**src/rtl/lsu_pkg.sv**
```systemverilog
// Shared types and constants for the load/store controller.
package lsu_pkg;

    localparam int XLEN = 32;

    localparam logic [2:0] F3_B  = 3'b000;
    localparam logic [2:0] F3_H  = 3'b001;
    localparam logic [2:0] F3_W  = 3'b010;
    localparam logic [2:0] F3_BU = 3'b100;
    localparam logic [2:0] F3_HU = 3'b101;

    typedef enum logic [2:0] {
        ST_IDLE,
        ST_RD,
        ST_RD_WAIT,
        ST_WR,
        ST_RESP
    } lsu_state_e;

    function automatic logic f3_legal(input logic is_store, input logic [2:0] f3);
        logic ok;
        ok = 1'b0;
        if (is_store) begin
            ok = (f3 == F3_B) || (f3 == F3_H) || (f3 == F3_W);
        end else begin
            ok = (f3 == F3_B) || (f3 == F3_H) || (f3 == F3_W) ||
                 (f3 == F3_BU) || (f3 == F3_HU);
        end
        return ok;
    endfunction

endpackage

```
**src/rtl/lsu_lane_align.sv**
```systemverilog
// Combinational lane logic: load extract/extend and sub-word store merge.
module lsu_lane_align
    import lsu_pkg::*;
(
    input  logic [2:0]      funct3_i,
    input  logic [1:0]      lane_i,
    input  logic [XLEN-1:0] word_i,
    input  logic [XLEN-1:0] wdata_i,
    output logic [XLEN-1:0] load_data_o,
    output logic [XLEN-1:0] store_word_o
);

    logic [7:0]  byte_v;
    logic [15:0] half_v;

    // Halfwords always come from lane 0 or 2; addr[0] is ignored here.
    always_comb begin
        byte_v = word_i[{lane_i, 3'b000} +: 8];
        half_v = word_i[{lane_i[1], 4'b0000} +: 16];

        case (funct3_i)
            F3_B:    load_data_o = {{24{byte_v[7]}}, byte_v};
            F3_BU:   load_data_o = {24'h000000, byte_v};
            F3_H:    load_data_o = {{16{half_v[15]}}, half_v};
            F3_HU:   load_data_o = {16'h0000, half_v};
            default: load_data_o = word_i;
        endcase

        store_word_o = word_i;
        case (funct3_i)
            F3_B:    store_word_o[{lane_i, 3'b000} +: 8]     = wdata_i[7:0];
            F3_H:    store_word_o[{lane_i[1], 4'b0000} +: 16] = wdata_i[15:0];
            default: store_word_o = wdata_i;
        endcase
    end

endmodule

```
**src/rtl/lsu_mem_ctrl.sv**
```systemverilog
// Load/store controller for a word-addressed memory without byte enables.
// Define LSU_ACCESS_CHECK_EN to reject misaligned and out-of-range accesses.
module lsu_mem_ctrl
    import lsu_pkg::*;
#(
    parameter int MEM_AW = 16
) (
    input  logic              clk,
    input  logic              rst,
    input  logic              req_valid,
    output logic              req_ready,
    input  logic              req_we,
    input  logic [2:0]        req_funct3,
    input  logic [XLEN-1:0]   req_addr,
    input  logic [XLEN-1:0]   req_wdata,
    output logic              rsp_valid,
    input  logic              rsp_ready,
    output logic [XLEN-1:0]   rsp_rdata,
    output logic              rsp_err,
    output logic              mem_wren,
    output logic              mem_rden,
    output logic [MEM_AW-1:0] mem_addr,
    output logic [XLEN-1:0]   mem_d,
    input  logic [XLEN-1:0]   mem_q
);

    lsu_state_e        state_q;
    logic              we_q;
    logic [2:0]        f3_q;
    logic [1:0]        lane_q;
    logic [XLEN-1:0]   wdata_q;

    logic              req_ready_q;
    logic              rsp_valid_q;
    logic [XLEN-1:0]   rsp_rdata_q;
    logic              rsp_err_q;
    logic              mem_wren_q;
    logic              mem_rden_q;
    logic [MEM_AW-1:0] mem_addr_q;
    logic [XLEN-1:0]   mem_d_q;

    logic              req_err_d;
    logic [XLEN-1:0]   load_data_d;
    logic [XLEN-1:0]   store_word_d;
    logic              unused_addr_hi;

    assign unused_addr_hi = ^req_addr[XLEN-1:MEM_AW+2];

    always_comb begin
        req_err_d = !f3_legal(req_we, req_funct3);
`ifdef LSU_ACCESS_CHECK_EN
        if (req_funct3[1:0] == 2'b01 && req_addr[0]) begin
            req_err_d = 1'b1;
        end
        if (req_funct3[1:0] == 2'b10 && req_addr[1:0] != 2'b00) begin
            req_err_d = 1'b1;
        end
        if (|req_addr[XLEN-1:MEM_AW+2]) begin
            req_err_d = 1'b1;
        end
`endif
    end

    lsu_lane_align u_lane_align (
        .funct3_i     (f3_q),
        .lane_i       (lane_q),
        .word_i       (mem_q),
        .wdata_i      (wdata_q),
        .load_data_o  (load_data_d),
        .store_word_o (store_word_d)
    );

    // Strobes default low each cycle so every one lasts exactly one cycle.
    always_ff @(posedge clk or posedge rst) begin
        if (rst) begin
            state_q     <= ST_IDLE;
            we_q        <= 1'b0;
            f3_q        <= 3'b000;
            lane_q      <= 2'b00;
            wdata_q     <= '0;
            req_ready_q <= 1'b1;
            rsp_valid_q <= 1'b0;
            rsp_rdata_q <= '0;
            rsp_err_q   <= 1'b0;
            mem_wren_q  <= 1'b0;
            mem_rden_q  <= 1'b0;
            mem_addr_q  <= '0;
            mem_d_q     <= '0;
        end else begin
            mem_wren_q <= 1'b0;
            mem_rden_q <= 1'b0;
            case (state_q)
                ST_IDLE: begin
                    if (req_valid) begin
                        req_ready_q <= 1'b0;
                        we_q        <= req_we;
                        f3_q        <= req_funct3;
                        lane_q      <= req_addr[1:0];
                        wdata_q     <= req_wdata;
                        mem_addr_q  <= req_addr[MEM_AW+1:2];
                        rsp_rdata_q <= '0;
                        rsp_err_q   <= 1'b0;
                        if (req_err_d) begin
                            rsp_err_q   <= 1'b1;
                            rsp_valid_q <= 1'b1;
                            state_q     <= ST_RESP;
                        end else if (req_we && req_funct3 == F3_W) begin
                            mem_d_q    <= req_wdata;
                            mem_wren_q <= 1'b1;
                            state_q    <= ST_WR;
                        end else begin
                            mem_rden_q <= 1'b1;
                            state_q    <= ST_RD;
                        end
                    end
                end
                ST_RD: begin
                    state_q <= ST_RD_WAIT;
                end
                ST_RD_WAIT: begin
                    if (we_q) begin
                        mem_d_q    <= store_word_d;
                        mem_wren_q <= 1'b1;
                        state_q    <= ST_WR;
                    end else begin
                        rsp_rdata_q <= load_data_d;
                        rsp_valid_q <= 1'b1;
                        state_q     <= ST_RESP;
                    end
                end
                ST_WR: begin
                    rsp_valid_q <= 1'b1;
                    state_q     <= ST_RESP;
                end
                ST_RESP: begin
                    if (rsp_ready) begin
                        rsp_valid_q <= 1'b0;
                        req_ready_q <= 1'b1;
                        state_q     <= ST_IDLE;
                    end
                end
                default: begin
                    rsp_valid_q <= 1'b0;
                    req_ready_q <= 1'b1;
                    state_q     <= ST_IDLE;
                end
            endcase
        end
    end

    assign req_ready = req_ready_q;
    assign rsp_valid = rsp_valid_q;
    assign rsp_rdata = rsp_rdata_q;
    assign rsp_err   = rsp_err_q;
    assign mem_wren  = mem_wren_q;
    assign mem_rden  = mem_rden_q;
    assign mem_addr  = mem_addr_q;
    assign mem_d     = mem_d_q;

endmodule

```
**config.mk**
```make
export PLATFORM = sky130hd
export DESIGN_NAME = lsu_mem_ctrl
export DESIGN_NICKNAME = d
export VERILOG_FILES = /design/src/rtl/lsu_pkg.sv /design/src/rtl/lsu_lane_align.sv /design/src/rtl/lsu_mem_ctrl.sv
export SDC_FILE = /design/constraint.sdc
export NUM_CORES = 1
export LEC_CHECK = 0
export BUFFER_PORTS_ARGS = -buffer_cell sky130_fd_sc_hd__buf_2
export CORE_MARGIN = 2
export CORE_UTILIZATION = 48
export DETAILED_ROUTE_END_ITERATION = 12
export PLACE_DENSITY = 0.77
export RECOVER_POWER = 25
export SKIP_LAST_GASP = 1
export SYNTH_ARGS = -nofsm -noshare
export SYNTH_HDL_FRONTEND = slang
export SYNTH_SLANG_ARGS = --single-unit
```
**constraint.sdc**
```tcl
create_clock -name clk -period 4.45 [get_ports clk]
set_clock_uncertainty 0.2 [all_clocks]
set_input_delay 0.89 -clock clk [delete_from_list [all_inputs] [get_ports clk]]
set_output_delay 0.89 -clock clk [all_outputs]
set_load 0.005 [all_outputs]
```
==> results of run 1 <==
power by group through the flow:
stage	registers [W]	clock network (W)	logic, W
finish	0.00218	0.00134	0.00270
global route	0.00224	0.00142	0.00296
CTS	0.00216	0.00137	0.00269
detailed placement	0.00217	0	0.00267
global placement	0.00216	0	0.00261
floorplan	0.00202	0	0.00194
synthesized netlist by cell type (5+ instances only):
cell type | number | area share
o21ai_0 | 21 | 0.015
clkbuf_1 | 32 | 0.017
nor3b_1 | 8 | 0.0087
inv_1 | 22 | 0.012
a22o_1 | 27 | 0.034
o22ai_1 | 23 | 0.021
nand2b_1 | 10 | 0.0091
buf_2 | 20 | 0.015
nand2_1 | 50 | 0.027
mux2i_1 | 21 | 0.030
nor3_1 | 5 | 0.0036
ha_1 | 5 | 0.0091
a221oi_1 | 27 | 0.034
mux2_2 | 64 | 0.10
a21oi_1 | 44 | 0.032
o211ai_1 | 7 | 0.0076
o21ai_1 | 13 | 0.0094
nor2b_1 | 12 | 0.011
nor2_1 | 36 | 0.020
a22oi_1 | 6 | 0.0065
a221o_1 | 11 | 0.016
a31oi_1 | 9 | 0.0082
dfrtp_1 | 125 | 0.45
o2bb2ai_1 | 5 | 0.0063
a222oi_1 | 6 | 0.0087
nand3_1 | 8 | 0.0058
kinds of logic after synthesis:
| kind of cell | synth area share |
|---|---|
| AO/OA/AOI/OAI | 0.218 |
| adder cells (fa/ha/maj) | 0.00906 |
| buffers and inverters | 0.0482 |
| flip-flops | 0.457 |
| multiplexers | 0.148 |
| AND/OR/NAND/NOR | 0.120 |
path summary, 6_finish.rpt:
kind,endpoint,startpoint
max,rsp_rdata[22],rst
min,mem_d[3],mem_d[3]
max reg2reg,mem_d[21],lane_q[1]
min reg2reg,mem_d[3],mem_d[3]
max in group clk,mem_d[21],lane_q[1]
min in group asynchronous,mem_addr[3],rst
sequential cells by signal (all words and copies together) (netlist names):
name / cells
state_q: 3
rsp_rdata: 32
we_q: 1
lane_q: 2
rsp_valid: 1
mem_wren: 1
mem_rden: 1
mem_d: 32
wdata_q: 32
rsp_err: 1
f3_q: 3
req_ready: 1
mem_addr: 16
stage by stage:
| step | hold WS, ps | cell area [sq um] | util | instances | power (W) |
|---|---|---|---|---|---|
| 5_1_grt | 310 | 8390 | 0.600 | 1006 | 0.00662 |
| 3_3_place_gp | 264 | 7830 | 0.560 | 974 | 0.00477 |
| 4_1_cts | 286 | 8400 | 0.600 | 1006 | 0.00622 |
| 3_5_place_dp | 273 | 7830 | 0.560 | 974 | 0.00485 |
| 2_1_floorplan | 263 | 6900 | - | 667 | 0.00396 |
| 6_report | 282 | 8390 | 0.600 | 1006 | 0.00622 |
layout make-up:
cell class / count / area [sq um] / area share
tap: 180 / 225 / 0.0268
clock buffer: 25 / 485 / 0.0579
clock inverter: 7 / 85.1 / 0.0101
inverter: 22 / 83.8 / 0.00999
multi-input combinational: 462 / 3420 / 0.407
timing repair buffer: 184 / 937 / 0.112
sequential: 126 / 3160 / 0.376
worst max-delay path: stages:
cell        delay, ps
buf_2             100
clkinvlp_2       1300
clkbuf_1         1000
per-layer routing:
layer / global-route usage / up-vias
met5: 0 / -
met4: 0.0702 / 0
met3: 0.0719 / 29
met2: 0.431 / 338
met1: 0.386 / 3046
li1: - / 2811
layout by cell type, fill, tap and decap left out, types with 11 or more instances in the layout:
master / instances
nor2_1: 36
clkbuf_16: 17
nand2_1: 50
mux2_2: 64
a21oi_1: 44
inv_1: 21
a221oi_1: 27
mux2i_1: 21
dfrtp_1: 124
o21ai_0: 21
o22ai_1: 23
o21ai_1: 13
a22o_1: 27
a221o_1: 11
buf_2: 173
nor2b_1: 12
==> flow_summary.yaml, run 1 <==
layout:
  area_growth_pct: 21.5
  fin_nets: 922
  fillers: 1223
  antenna_cells: 0
  drive_gt1_frac: 0.355
placed_design:
  io_buffer_count: 174
  dp_hpwl_mm: 14.4
  pre_cts_ws_ps: 1280
  gp_congestion: 0.870
global_route:
  grt_overflow: 0
  grt_pass1_wl_mm: 32.2
  grt_max_degree: 55
  grt_pass1_vias: 5932
  grt.total_usage: 0.276
  antenna_found_initial: 1
die:
  core_sq_um: 14000
  die_h_um: 124
  start_util: 0.493
  num_rows: 43
  io-pin-count: 189
  fp.dieW_um: 124
  die_area_sq_um: 15400
timing:
  drv_slew: 53
  setup_viol: 0
  tightest_slew_ps: 2320
  slew_headroom: -0.554
  rsz0062_at_grt: "no"
  max_freq_ghz: 0.313
  fin_crit_ps: 3190
  finalHoldViolCount: 0
  tns_ps: 0
  final.period_utilization: 0.718
  fin_ws_ps: 1260
power_and_ir_drop:
  leakagePower_nw: 3.89
  p_sw_w: 0.00243
  ir_worst_vdd_uv: 505
  swShare: 0.391
  seqPwrFrac: 0.351
  power.density_nw_per_um2: 742
  p_clk_frac: 0.216
  combPwrFrac: 0.433
  power.internal_w: 0.00379
route:
  drtAntennaViolNets: 0
  routed_wl_mm: 20.5
  initialDrtViolationCount: 632
  wl_met2_mm: 9.75
  route.detailed.drc: 0
  viasPerCell: 6.19
  top_layer_used: "met4"
  vias: 6224
  avgRoutedWirePerCell_um: 20.4
  wl_met1_mm: 8.57
  wl_met3_mm: 1.90
  first_pass_iters: 6
cts:
  clock_latency_ps: 420
  numCtsBuffers: 17
  cts_resized: 0
  root_buffer: "clkbuf_16"
  cts_tree: "done"
  cts.sinks: 126
  cts_buffer_depth: 2
  ctsHoldBuffers: 0
  htree_levels: 4
  cts_setup_buffers: 0
  clk_pin_slew_ps: 50
critical_path:
  rrSetupSlack_ps: 1540
  end_kind: "async pin"
  rr_worst_depth: 6
  worstSetupPathType: "input pin to async pin"
  arrival_ps: 3320
  path_max_fanout: 52
  cp-start-kind: "input pin"
  worstPathRequired_ps: 4580
logic_synthesis:
  yosys_register_bits: 126
  syn_area_per_cell_sq_um: 10.3
  synth-edff-count: 0
  ys_types: 55
  synthCells: 667
  ys_seq_area_frac: 0.457
  synth.cell_area_sq_um: 6900
  async_reset_ff_frac: 1.00
  syn-num-nets: 776
  dominantRegCellSynth: "dfrtp_1"
  yosysWarnings: 0
run:
  cap_violations: 1
min_path:
  hp-class: "register to register"
  hold_path_depth: 2
status:
  failed_checks: "capacitance limit, slew limit"
  outcome: "finished, violations left"
Power figures use the tool's default switching activity.
==> run 2, diff against run 1 <==
CORE_UTILIZATION = 53   (was 48)
PLACE_DENSITY = 0.81   (was 0.77)
clock period = 3.3 ns   (was 4.45 ns; I/O delays follow)
==> run 2 against run 1 <==
  * The flow now finishes without violations
  * Design area up 0.85%
  * Die area shrank 9.1%
  * Worst setup slack worse by 710 ps
  * Combinational power grew 38%
  * First-iteration DRC count is 16% higher
  * Critical endpoint is now mem_d[21]
  * Sequential cell count is the same
==> flow_summary.yaml, run 2 (synthesis gave the netlist of run 1 again) <==
status:
  outcome: "finished, final reports clean"
route:
  route.detailed.drc: 0
  vias: 6351
  first_pass_iters: 5
  avgRoutedWirePerCell_um: 20.6
  drtAntennaViolNets: 0
  viasPerCell: 6.33
  initialDrtViolationCount: 730
  routed_wl_mm: 20.7
cts:
  htree_levels: 4
  cts_resized: 0
  root_buffer: "clkbuf_16"
  cts.sinks: 126
  ctsHoldBuffers: 0
  clk_pin_slew_ps: 50
  cts_setup_buffers: 0
  numCtsBuffers: 17
  cts_buffer_depth: 2
  cts_tree: "done"
  clock_latency_ps: 420
critical_path:
  end_kind: "register"
  path_max_fanout: 54
  crit_family: "simple AND/OR/NAND/NOR gates"
  cp-start-kind: "register"
  worstPathRequired_ps: 3460
  max_stage_delay_ps: 560
  worstSetupPathType: "register to register"
  crit_chain: "buf_4 > ha_1 > nor4bb_1 > a221oi_1 > a211o_1 > nand4_1"
  arrival_ps: 2910
  critical-path-slowest-cell: "buf_4"
  crit_buf_inv: 1
global_route:
  grt_overflow: 0
  antenna_found_initial: 0
  grt_pass1_vias: 6113
  grt_max_degree: 55
  grt_pass1_wl_mm: 32.5
  grt.total_usage: 0.297
layout:
  final_cells: 1003
  fin_nets: 929
  antenna_cells: 0
  area_growth_pct: 22.5
  fillers: 1003
  multiInputGateArea_sq_um: 3420
  seq_area_sq_um: 3160
  final_cell_mix: "buf_2, dfrtp_1, mux2_2, nand2_1, a21oi_1"
  drive_gt1_frac: 0.367
  final_common_cell: "buf_2"
die:
  core_sq_um: 12700
  die_area_sq_um: 14000
  num_rows: 41
  die_h_um: 118
  fp.dieW_um: 118
  start_util: 0.545
  io-pin-count: 189
timing:
  final.period_utilization: 0.836
  setup_viol: 0
  drv_slew: 0
  fin_crit_ps: 2760
  finalHoldViolCount: 0
  slew_headroom: 0.0852
  tns_ps: 0
  max_freq_ghz: 0.363
  rsz0062_at_grt: "no"
  tightest_slew_ps: 1360
power_and_ir_drop:
  leakagePower_nw: 3.95
  ir_worst_vdd_uv: 483
  power.density_nw_per_um2: 1010
placed_design:
  dp.cells: 973
  gp_congestion: 0.901
  io_buffer_count: 174
  dp_hpwl_mm: 14.7
run:
  cap_violations: 0
min_path:
  hp-class: "input pin to register"
## run 2: changes by cell type in the layout (fill, tap and decap cells not counted), sizes merged
cell / before / now
clkbuf: 28 / 25
buf: 181 / 189
## run 2: path summary, 6_finish.rpt
| path | startpoint | slack (ps) | cells past startpoint | end |
|---|---|---|---|---|
| worst max-delay path | lane_q[1] | 540 | 6 | mem_d[21] |
| worst min-delay path | req_addr[15] | 270 | 2 | mem_addr[13] |
| worst max register to register | lane_q[1] | 540 | 6 | mem_d[21] |
| worst min register to register | mem_d[3] | 290 | 2 | mem_d[3] |
| max in group asynchronous | rst | 720 | 3 | lane_q[1] |
| min in group asynchronous | rst | 330 | 2 | mem_addr[12] |
## run 2: layout make-up
| type | instances | share of cell area |
|---|---|---|
| timing repair buffer | 191 | 0.119 |
| inverter | 22 | 0.00991 |
| multi-input combinational | 462 | 0.404 |
| sequential | 126 | 0.373 |
| clock inverter | 7 | 0.0101 |
| tap | 172 | 0.0254 |
| clock buffer | 23 | 0.0589 |
## run 2: stage by stage
step | power [W] | setup slack [ps] | instance area, sq um | hold WS, ps | utilization
2_1_floorplan | 0.00534 | 765 | 6910 | 263 | -
3_3_place_gp | 0.00645 | 728 | 7910 | 278 | 0.624
3_5_place_dp | 0.00663 | 624 | 7910 | 280 | 0.624
4_1_cts | 0.00850 | 602 | 8490 | 169 | 0.670
5_1_grt | 0.00900 | 323 | 8460 | 266 | 0.668
6_report | 0.00853 | 542 | 8460 | 267 | 0.668
## run 2: power breakdown
part	leakage [nW]	internal, W	total [W]	switching, W
clock	0.294	0.00119	0.00185	0.000653
combinational	2.08	0.00172	0.00372	0.00200
sequential	1.57	0.00227	0.00296	0.000693
## run 2: per-layer routing
| metal | GRT usage | wire length (um) | part of all wire |
|---|---|---|---|
| met1 | 0.399 | 8580 | 0.41 |
| met2 | 0.467 | 9620 | 0.46 |
| met3 | 0.0678 | 1900 | 0.092 |
| met4 | 0.117 | 605 | 0.029 |
| met5 | 0 | 0 | 0 |
==> run 3, diff against run 2 <==
clock period = 2.54 ns   (was 3.3 ns; I/O delays follow)
==> run 3 against run 2 <==
  * The flow now finishes with violations (capacitance limit, slew limit)
  * Critical path type unchanged
  * Maximum frequency up 14%
  * Sequential share of layout area down 0.61 points
  * Design area up 1.7%
  * Worst setup slack worse by 420 ps
  * Hold slack worse by 150 ps
==> flow_summary.yaml, run 3 (synthesis gave the netlist of run 1 again) <==
status:
  outcome: "finished, violations left"
  failed_checks: "capacitance limit, slew limit"
critical_path:
  end_kind: "register"
  worstSetupPathType: "register to register"
  worstPathRequired_ps: 2690
  arrival_ps: 2570
  path_max_fanout: 33
  cp-start-kind: "register"
route:
  initialDrtViolationCount: 669
  avgRoutedWirePerCell_um: 20.4
  route.detailed.drc: 0
  wl_met1_mm: 8.62
  viasPerCell: 6.29
  wl_met3_mm: 1.79
  routed_wl_mm: 20.9
  top_layer_used: "met4"
  drtAntennaViolNets: 0
  wl_met2_mm: 9.78
  vias: 6425
  first_pass_iters: 6
timing:
  finalHoldViolCount: 0
  drv_slew: 34
  setup_viol: 0
  tightest_slew_ps: 1550
  tns_ps: 0
  fin_crit_ps: 2420
  slew_headroom: -0.0396
  final.period_utilization: 0.953
  max_freq_ghz: 0.413
  rsz0062_at_grt: "no"
  holdWs_ps: 119
  fin_ws_ps: 118
placed_design:
  pre_cts_ws_ps: 199
  io_buffer_count: 174
  dp.cells: 990
  gp_congestion: 0.920
  dp_hpwl_mm: 15.0
cts:
  cts.sinks: 126
  ctsHoldBuffers: 0
  root_buffer: "clkbuf_16"
  clk_pin_slew_ps: 60
  numCtsBuffers: 17
  htree_levels: 4
  cts_resized: 0
  cts_setup_buffers: 0
  clock_latency_ps: 420
  cts_tree: "done"
  cts_buffer_depth: 2
die:
  io-pin-count: 189
  die_h_um: 118
  start_util: 0.545
  num_rows: 41
  die_area_sq_um: 14000
  fp.dieW_um: 118
  core_sq_um: 12700
power_and_ir_drop:
  power_w: 0.0113
  power.density_nw_per_um2: 1310
  leakagePower_nw: 4.02
  ir_worst_vdd_uv: 584
run:
  cap_violations: 1
layout:
  final_common_cell: "buf_2"
  drive_gt1_frac: 0.373
  antenna_cells: 0
  final_cells: 1022
  final_cell_mix: "buf_2, dfrtp_1, mux2_2, nand2_1, a21oi_1"
  area_growth_pct: 24.6
  fin_nets: 946
global_route:
  antenna_found_initial: 0
  grt_pass1_wl_mm: 33.3
  grt_max_degree: 46
  grt_pass1_vias: 6336
  grt_overflow: 0
  grt.total_usage: 0.303
min_path:
  hp-class: "input pin to register"
==> run 3: path summary, 6_finish.rpt <==
check	start	end	slack, ps	cells after the start
worst min register to register	mem_d[7]	mem_d[7]	280	2
worst max register to register	lane_q[1]	mem_d[18]	120	6
worst max-delay path	lane_q[1]	mem_d[18]	120	6
max in group asynchronous	rst	mem_addr[3]	950	3
worst min-delay path	req_addr[6]	mem_addr[4]	120	2
min in group asynchronous	rst	mem_addr[12]	250	2
==> run 3: layer usage <==
layer / up-vias / track usage
met5: - / 0
met4: 0 / 0.140
met3: 51 / 0.0688
met2: 377 / 0.477
met1: 3141 / 0.398
li1: 2856 / -
==> run 3: final cells by class <==
class / count / area (sq um)
Clock buffer: 24 / 472
Clock inverter: 8 / 118
Fill cell: 999 / 4070
Inverter: 22 / 83.8
Multi-Input combinational cell: 462 / 3420
Sequential cell: 126 / 3160
Tap cell: 172 / 215
Timing Repair Buffer: 208 / 1140
==> run 3: power breakdown <==
| group | internal [W] | switching, W |
|---|---|---|
| Clock | 0.00159 | 0.000862 |
| Combinational | 0.00235 | 0.00269 |
| Sequential | 0.00295 | 0.000814 |
==> run 3: through the flow <==
step                      instance area [sq um]  utilization
final                                      8600        0.679
after global routing                       8600        0.679
after CTS                                  8610        0.680
after detailed placement                   8020        0.633
after global placement                     8020        0.633
after floorplan                            6910            -
==> run 3: critical path, cell delays in order, from the launching register on <==
cell and delay [ps]:
dfrtp_2 350, buf_4 360, ha_1 320, nor4bb_1 540, a221oi_1 170, a211o_1 320
nand4_1 70
